File: src/rtl/pad_debounce_pkg.sv
// rtl/pad_debounce_pkg.sv - shared types and defaults for the pad input debounce path
package pad_debounce_pkg;

  typedef enum logic {
    STABLE  = 1'b0,
    QUALIFY = 1'b1
  } state_t;

  localparam int DEF_SYNC_STAGES = 2;
  localparam int DEF_CNT_W       = 8;

endpackage

File: src/rtl/pad_sync_chain.sv
// rtl/pad_sync_chain.sv - multi-flop synchronizer for an asynchronous pad level
module pad_sync_chain #(
  parameter int   SYNC_STAGES = 2,
  parameter logic RESET_VAL   = 1'b0
) (
  input  logic clk,
  input  logic reset,
  input  logic din,
  output logic sync_q
);

  logic [SYNC_STAGES-1:0] chain;

  always_ff @(posedge clk or posedge reset) begin
    if (reset) begin
      chain <= {SYNC_STAGES{RESET_VAL}};
    end else begin
      chain <= {chain[SYNC_STAGES-2:0], din};
    end
  end

  assign sync_q = chain[SYNC_STAGES-1];

endmodule

File: src/rtl/pad_input_debounce.sv
// rtl/pad_input_debounce.sv - synchronizes a pad level, qualifies it for N+1 cycles, emits edge strobes
module pad_input_debounce
  import pad_debounce_pkg::*;
#(
  parameter int   SYNC_STAGES = DEF_SYNC_STAGES,
  parameter int   CNT_W       = DEF_CNT_W,
  parameter logic RESET_VAL   = 1'b0
) (
  input  logic             clk,
  input  logic             reset,
  input  logic             en,
  input  logic             din,
  input  logic [CNT_W-1:0] debounce_cnt,
  output logic             dout,
  output logic             rise_pulse,
  output logic             fall_pulse,
  output logic             busy
);

  logic             sync_q;
  state_t           state, state_nxt;
  logic [CNT_W-1:0] cnt, cnt_nxt;
  logic             dout_nxt, rise_nxt, fall_nxt;

  pad_sync_chain #(
    .SYNC_STAGES (SYNC_STAGES),
    .RESET_VAL   (RESET_VAL)
  ) u_sync (
    .clk    (clk),
    .reset  (reset),
    .din    (din),
    .sync_q (sync_q)
  );

  // The >= compare lets a lowered threshold accept a candidate already past it.
  always_comb begin
    state_nxt = state;
    cnt_nxt   = cnt;
    dout_nxt  = dout;
    rise_nxt  = 1'b0;
    fall_nxt  = 1'b0;
    if (!en) begin
      state_nxt = STABLE;
      cnt_nxt   = '0;
    end else if (sync_q == dout) begin
      state_nxt = STABLE;
      cnt_nxt   = '0;
    end else if (cnt >= debounce_cnt) begin
      state_nxt = STABLE;
      cnt_nxt   = '0;
      dout_nxt  = sync_q;
      rise_nxt  = sync_q;
      fall_nxt  = ~sync_q;
    end else begin
      state_nxt = QUALIFY;
      cnt_nxt   = cnt + CNT_W'(1);
    end
  end

  always_ff @(posedge clk or posedge reset) begin
    if (reset) begin
      state      <= STABLE;
      cnt        <= '0;
      dout       <= RESET_VAL;
      rise_pulse <= 1'b0;
      fall_pulse <= 1'b0;
      busy       <= 1'b0;
    end else begin
      state      <= state_nxt;
      cnt        <= cnt_nxt;
      dout       <= dout_nxt;
      rise_pulse <= rise_nxt;
      fall_pulse <= fall_nxt;
      busy       <= (state_nxt == QUALIFY);
    end
  end

endmodule

File: config.mk
export PLATFORM = sky130hd
export DESIGN_NAME = pad_input_debounce
export DESIGN_NICKNAME = d
export VERILOG_FILES = /design/src/rtl/pad_debounce_pkg.sv /design/src/rtl/pad_sync_chain.sv /design/src/rtl/pad_input_debounce.sv
export SDC_FILE = /design/constraint.sdc
export NUM_CORES = 1
export LEC_CHECK = 0
export BUFFER_PORTS_ARGS = -buffer_cell sky130_fd_sc_hd__buf_2
export CAP_MARGIN = 20
export CELL_PAD_IN_SITES_DETAIL_PLACEMENT = 0
export CELL_PAD_IN_SITES_GLOBAL_PLACEMENT = 1
export CORE_MARGIN = 2
export CORE_UTILIZATION = 45
export DETAILED_ROUTE_END_ITERATION = 10
export GPL_ROUTABILITY_DRIVEN = 0
export PLACE_DENSITY = 0.82
export RECOVER_POWER = 100
export SYNTH_ARGS = -nofsm -noshare
export SYNTH_HDL_FRONTEND = slang
export SYNTH_SLANG_ARGS = --single-unit
export TNS_END_PERCENT = 30
File: constraint.sdc
create_clock -name clk -period 5.1 [get_ports clk]
set_input_delay 0.255 -clock clk [delete_from_list [all_inputs] [get_ports clk]]
set_output_delay 0.255 -clock clk [all_outputs]
set_load 0.005 [all_outputs]
==> flow_summary_export.csv, run 1 <==
group,metric,value,unit
status,status,"finished with violations",
status,violations,"capacitance limit, slew limit",
detailed_routing,wl_met1,613,microns
placement,dpl.hpwl,1160,microns
setup_path,r2r-start,"cnt[0]",
sta,setup-tns-final,0,ns
synthesis,synth_warnings,0,
setup_path,r2r_slack,2.31,ns
cts,cts_tree,"done",
global_route,grt_pass1_vias,613,
synthesis,syn-num-nets,101,
detailed_routing,routedWlPerCell,11.8,microns
floorplanning,die_h,48.1,microns
sta,fmaxAchievable,359,MHz
setup_path,path_max_fanout,11,
sta,worst_slew_pin_slew,1.67,ns
detailed_routing,num_vias,613,
final_layout,final_common_cell,"dfrtp_1",
synthesis,synth.distinct_cells,25,
sta,layout_min_cycle_time,2.79,ns
synthesis,synth_area_leader_cell,"dfrtp_1",
setup_path,r2r-end,"rise_pulse",
final_layout,layout_common_cells,"dfrtp_1 (14), buf_2 (13), inv_1 (11), ha_1 (9), nor3_2 (8)",
floorplanning,core_area,1780,sq um
global_route,grt_max_degree,15,
synthesis,synth_area_leaders,"dfrtp_1 (40%), ha_1 (13%), nor3_2 (9.2%), inv_1 (4.7%), xnor2_1 (4.0%)",
synthesis,syn-cell-area,875,sq um
floorplanning,dieArea,2310,sq um
sta,hold_violations,0,
cts,ctsHoldBuffers,0,
sta,slew_violations,12,
floorplanning,fp-row-count,15,
cts,clock_sinks,14,
run,maxCapViolations,1,
synthesis,synth_edf_count,0,
cts,insertion_delay,0.27,ns
power,p_leak,0.455,nW
placement,placed_cell_area,970,sq um
final_layout,nFillCells,174,
global_route,overflow,0,
detailed_routing,wl,1450,microns
sta,clock_skew,0.00227,ns
setup_path,crit_arrival,3.00,ns
sta,rsz0062_at_grt,"false",
global_route,antenna_found_initial,0,
detailed_routing,drtAntennaViolNets,0,
power,vdd_drop_max,149,uV
setup_path,start_kind,"flip-flop",
cts,htreeDepth,1,
synthesis,synthCells,80,
cts,cts_buffers,3,
detailed_routing,drt_first_pass_iters,3,
sta,finalSetupViolations,0,
cts,cts_setup_buffers,0,
synthesis,yosysSeqAreaShare,0.401,
hold_path,hold_path.class,"input pin to async pin",
detailed_routing,dr.max_layer_used,"met4",
detailed_routing,drt_iter0_markers,1,
final_layout,nNetsFinal,120,
power,p_per_area,205,nW/um^2
synthesis,avgSynthCellArea,10.9,sq um
cts,cts_root_buf,"clkbuf_4",
setup_path,required,5.32,ns
cts,cts_buffer_depth,2,
detailed_routing,routed_via_density,5.02,
floorplanning,io_pins,16,
detailed_routing,drc_errors,0,
synthesis,synth_ff_type,"dfrtp_1",
detailed_routing,met3_length,43,microns
floorplanning,start_util,0.491,
synthesis,async_flop_share,1.00,
synthesis,yosys.area.top_type_share,0.401,
synthesis,synth-seq-cells,14,
final_layout,design_area,953,sq um
final_layout,diodes,0,
setup_path,end_kind,"flip-flop",
cts,clk_pin_slew,0.08,ns
sta,final.period_utilization,0.547,
floorplanning,die_w,48.1,microns
setup_path,r2r_cells,6,
global_route,grt_pass1_wl,2460,microns
final_layout,syn_to_final_growth,9.01,%
sta,slew_headroom,-0.124,
placement,port_buffers,15,
global_route,global_route.usage.total,0.161,
detailed_routing,wl_met2,767,microns
final_layout,drive_above_1_share,0.289,
setup_path,worst-setup-path-type,"flip-flop to flip-flop",
cts,cts_resized,0,
[worst max path at each step]
| stage | to | slack, ns | cells after the start | startpoint |
|---|---|---|---|---|
| after global routing | rise_pulse | 2.02 | 6 | cnt[0] |
| after detailed placement | fall_pulse | 2.88 | 6 | cnt[0] |
| final | rise_pulse | 2.31 | 6 | cnt[0] |
| after CTS | fall_pulse | 2.87 | 6 | cnt[0] |
| after floorplan | fall_pulse | 3.34 | 7 | cnt[0] |
| after global placement | fall_pulse | 2.94 | 6 | cnt[0] |
[routing by layer]
metal,vias up,global-route usage
met1,289,0.171
met2,10,0.296
met4,0,0.0649
li1,310,-
met5,-,0
met3,4,0.0453
[state kept, by name (all words and copies together) (netlist names)]
| name | flops |
|---|---|
| fall_pulse | 1 |
| busy | 1 |
| dout | 1 |
| cnt | 8 |
| rise_pulse | 1 |
| u_sync.chain | 2 |
[stage by stage]
stage	power, W	setup slack [ns]	utilization	hold WS (ns)	instances
after floorplan	0.000134	3.34	-	0.144	80
after global placement	0.000142	2.94	0.544	0.320	119
after detailed placement	0.000142	2.88	0.544	0.316	119
after CTS	0.000205	2.87	0.556	0.00729	122
after global routing	0.000208	2.02	0.535	0.0411	122
final	0.000196	2.31	0.535	0.0000813	122
[power breakdown]
group	switching (W)	total [W]	internal (W)
Clock	0.0000335	0.0000609	0.0000274
Sequential	0.00000179	0.000115	0.000113
Combinational	0.0000117	0.0000200	0.00000834
[cells in the mapped netlist, types with 2 or more instances]
cell	n
xor2_1	3
inv_1	11
nor3_2	8
dfrtp_1	14
nand2_1	6
ha_1	9
nand3_1	4
xnor2_1	4
nor2_1	4
o21a_1	2
[worst max-delay path, cell delays in order (launching register included)]
cell and delay, ns:
dfrtp_1 0.42, inv_1 0.06, ha_1 0.26, nand2b_1 0.09
a2111oi_0 0.16, o31ai_1 1.37, and4_2 0.38
[layout make-up]
| class | instances | area [sq um] | share of cell area |
|---|---|---|---|
| sequential | 14 | 350 | 0.367 |
| clock buffer | 3 | 22.5 | 0.0236 |
| multi-input combinational | 54 | 435 | 0.457 |
| tap | 25 | 31.3 | 0.0328 |
| inverter | 11 | 41.3 | 0.0433 |
| timing repair buffer | 15 | 72.6 | 0.0761 |
[logic make-up (layout without fill, tap and decap cells)]
group	count (synthesis)	after routing	share of synthesized area
AO/OA/AOI/OAI	9	9	0.114
XOR/XNOR	7	7	0.0701
adder cells (fa/ha/maj)	9	9	0.129
buffers and inverters	12	29	0.0601
flip-flops	14	14	0.401
AND/OR/NAND/NOR	29	29	0.226
(Power assumes the default switching activity.)
==> run 2, diff against run 1 <==
CORE_UTILIZATION = 41   (was 45)
PLACE_DENSITY = 0.76   (was 0.82)
clock period = 2.7 ns   (was 5.1 ns; I/O delays follow)
==> run 2 against run 1 <==
Effect of this change: the flow now finishes without violations; first-iteration DRC count rose to 13 times the previous value; largest cell class unchanged; flip-flop and latch count did not move; total power rose by 110%; clock-buffer cell count rose by 1.
==> flow_summary_export.csv, run 2 (synthesis gave the netlist of run 1 again) <==
group,metric,value,unit
power,p_sw,0.0000978,W
power,p_leak,0.475,nW
setup_path,r2r-start,"cnt[0]",
setup_path,path_max_fanout,11,
setup_path,r2r-end,"rise_pulse",
global_route,global_route.usage.total,0.133,
setup_path,worst-setup-path-type,"flip-flop to flip-flop",
detailed_routing,routedWlPerCell,11.6,microns
run,maxCapViolations,0,
detailed_routing,drt_first_pass_iters,4,
final_layout,syn_to_final_growth,15.3,%
detailed_routing,wl,1470,microns
sta,hold_violations,0,
cts,clk_pin_slew,0.09,ns
setup_path,crit_path_cell_trace,"inv_1, ha_1, nand2b_1, a2111oi_4, o31ai_2, and4_2",
setup_path,r2r_slack,0.48,ns
setup_path,r2r_cells,6,
final_layout,multiInputGateArea,454,sq um
floorplanning,core_area,1980,sq um
hold_path,hold_depth,4,
sta,finalSetupViolations,0,
detailed_routing,num_vias,631,
cts,htreeDepth,1,
setup_path,required,2.92,ns
power,clkPwrFrac,0.367,
setup_path,crit_buf_inv,1,
global_route,grt_pass1_wl,2500,microns
floorplanning,fp-row-count,16,
floorplanning,die_h,50.2,microns
power,comb_power_share,0.110,
detailed_routing,routed_via_density,4.97,
floorplanning,dieArea,2520,sq um
sta,setup-tns-final,0,ns
floorplanning,die_w,50.2,microns
final_layout,fin_util,0.509,
detailed_routing,drc_errors,0,
hold_path,holdPathEnd,"dout",
sta,slew_headroom,0.317,
final_layout,design_area,1010,sq um
setup_path,crit_path_top_delay_cell,"o31ai_2",
global_route,antenna_found_initial,0,
placement,placed_cell_area,972,sq um
power,p_seq_frac,0.523,
hold_path,hold_path.class,"input pin to flip-flop",
power,vdd_drop_max,288,uV
global_route,grt_max_degree,15,
cts,cts_buffer_depth,2,
final_layout,layout_common_cells,"dfrtp_1 (14), buf_2 (13), inv_1 (11), ha_1 (9), nor3_2 (7)",
setup_path,crit_family,"compound AO/OA/AOI/OAI gates",
final_layout,largest_register,"cnt",
detailed_routing,drt_iter0_markers,13,
global_route,overflow,0,
setup_path,end_kind,"flip-flop",
status,status,"finished clean",
placement,port_buffers,15,
cts,clock_sinks,14,
final_layout,drive_above_1_share,0.300,
final_layout,instances_no_fill,127,
final_layout,diodes,0,
floorplanning,start_util,0.441,
sta,worst_slew_pin_slew,1.02,ns
power,p_per_area,411,nW/um^2
sta,slew_violations,0,
final_layout,regArea,350,sq um
sta,rsz0062_at_grt,"false",
sta,layout_min_cycle_time,2.22,ns
final_layout,nFillCells,177,
cts,cts_resized,0,
final_layout,reg_top3,"cnt x8, u_sync.chain x2",
power,netSwitchingFraction,0.236,
global_route,grt_pass1_vias,609,
power,p_int,0.000317,W
cts,cts_root_buf,"clkbuf_4",
cts,cts_buffers,3,
setup_path,crit_arrival,2.44,ns
final_layout,final_common_cell,"dfrtp_1",
cts,insertion_delay,0.28,ns
placement,dp.cells,121,
final_layout,largest_register_ffs,8,
hold_path,hp-start,"en",
setup_path,max_stage_delay,0.86,ns
setup_path,start_kind,"flip-flop",
sta,fmaxAchievable,451,MHz
sta,clock_skew,0.00620,ns
detailed_routing,drtAntennaViolNets,0,
floorplanning,io_pins,16,
cts,cts_tree,"done",
final_layout,nNetsFinal,122,
sta,final.period_utilization,0.822,
placement,dpl.hpwl,1130,microns
run 2: cell count changes in the layout (fill, tap and decap cells not counted), sizes merged:
| cell | change |
|---|---|
| dlygate4sd3 | +2 |
| clkbuf | +1 |
run 2: layer usage:
metal  vias to the layer above  part of all wire  routed length [microns]  global-route usage
met3                         4             0.037                       54              0.0179
met5                         -                 0                        0                   0
li1                        316                 -                        -                   -
met1                       293              0.47                      690               0.166
met2                        18              0.48                      708               0.224
met4                         0             0.014                       21              0.0694
run 2: metrics by stage:
step | hold slack [ns] | power (W) | setup WS [ns]
after floorplan | 0.0242 | 0.000253 | 0.935
after global placement | 0.205 | 0.000268 | 0.503
after detailed placement | 0.203 | 0.000269 | 0.466
after CTS | 0.165 | 0.000424 | 0.441
after global routing | 0.180 | 0.000442 | 0.289
final | 0.169 | 0.000414 | 0.481
run 2: area by class of cell:
type                       count  share of cell area
inverter                      11              0.0409
clock buffer                   4              0.0360
multi-input combinational     54               0.450
tap                           27              0.0335
timing repair buffer          17              0.0918
sequential                    14               0.347
run 2: what timing repair did:
action | in CTS | in global routing
hold endpoints to repair | 15 | 0
setup buffers | 0 | 0
hold buffers | 2 | 0
run 2: power groups by stage:
stage                     combinational, W  sequential (W)  clock [W]
after global routing             0.0000527        0.000217   0.000171
after detailed placement         0.0000477        0.000221          0
after CTS                        0.0000501        0.000217   0.000157
after floorplan                  0.0000327        0.000220          0
final                            0.0000458        0.000217   0.000152
after global placement           0.0000467        0.000221          0
run 2: worst min-delay path, delay by kind of cell:
family	cells	cell delay (ns)
AO/OA/AOI/OAI	1	0.04
AND/OR/NAND/NOR	1	0.07
buffers and inverters	2	0.17
run 2: worst max-delay path by stage:
stage	endpoint	depth (start not counted)	startpoint
5_1_grt	fall_pulse	6	cnt[0]
3_5_place_dp	fall_pulse	6	cnt[0]
2_1_floorplan	fall_pulse	7	cnt[0]
3_3_place_gp	fall_pulse	6	cnt[0]
6_report	rise_pulse	6	cnt[0]
4_1_cts	fall_pulse	6	cnt[0]
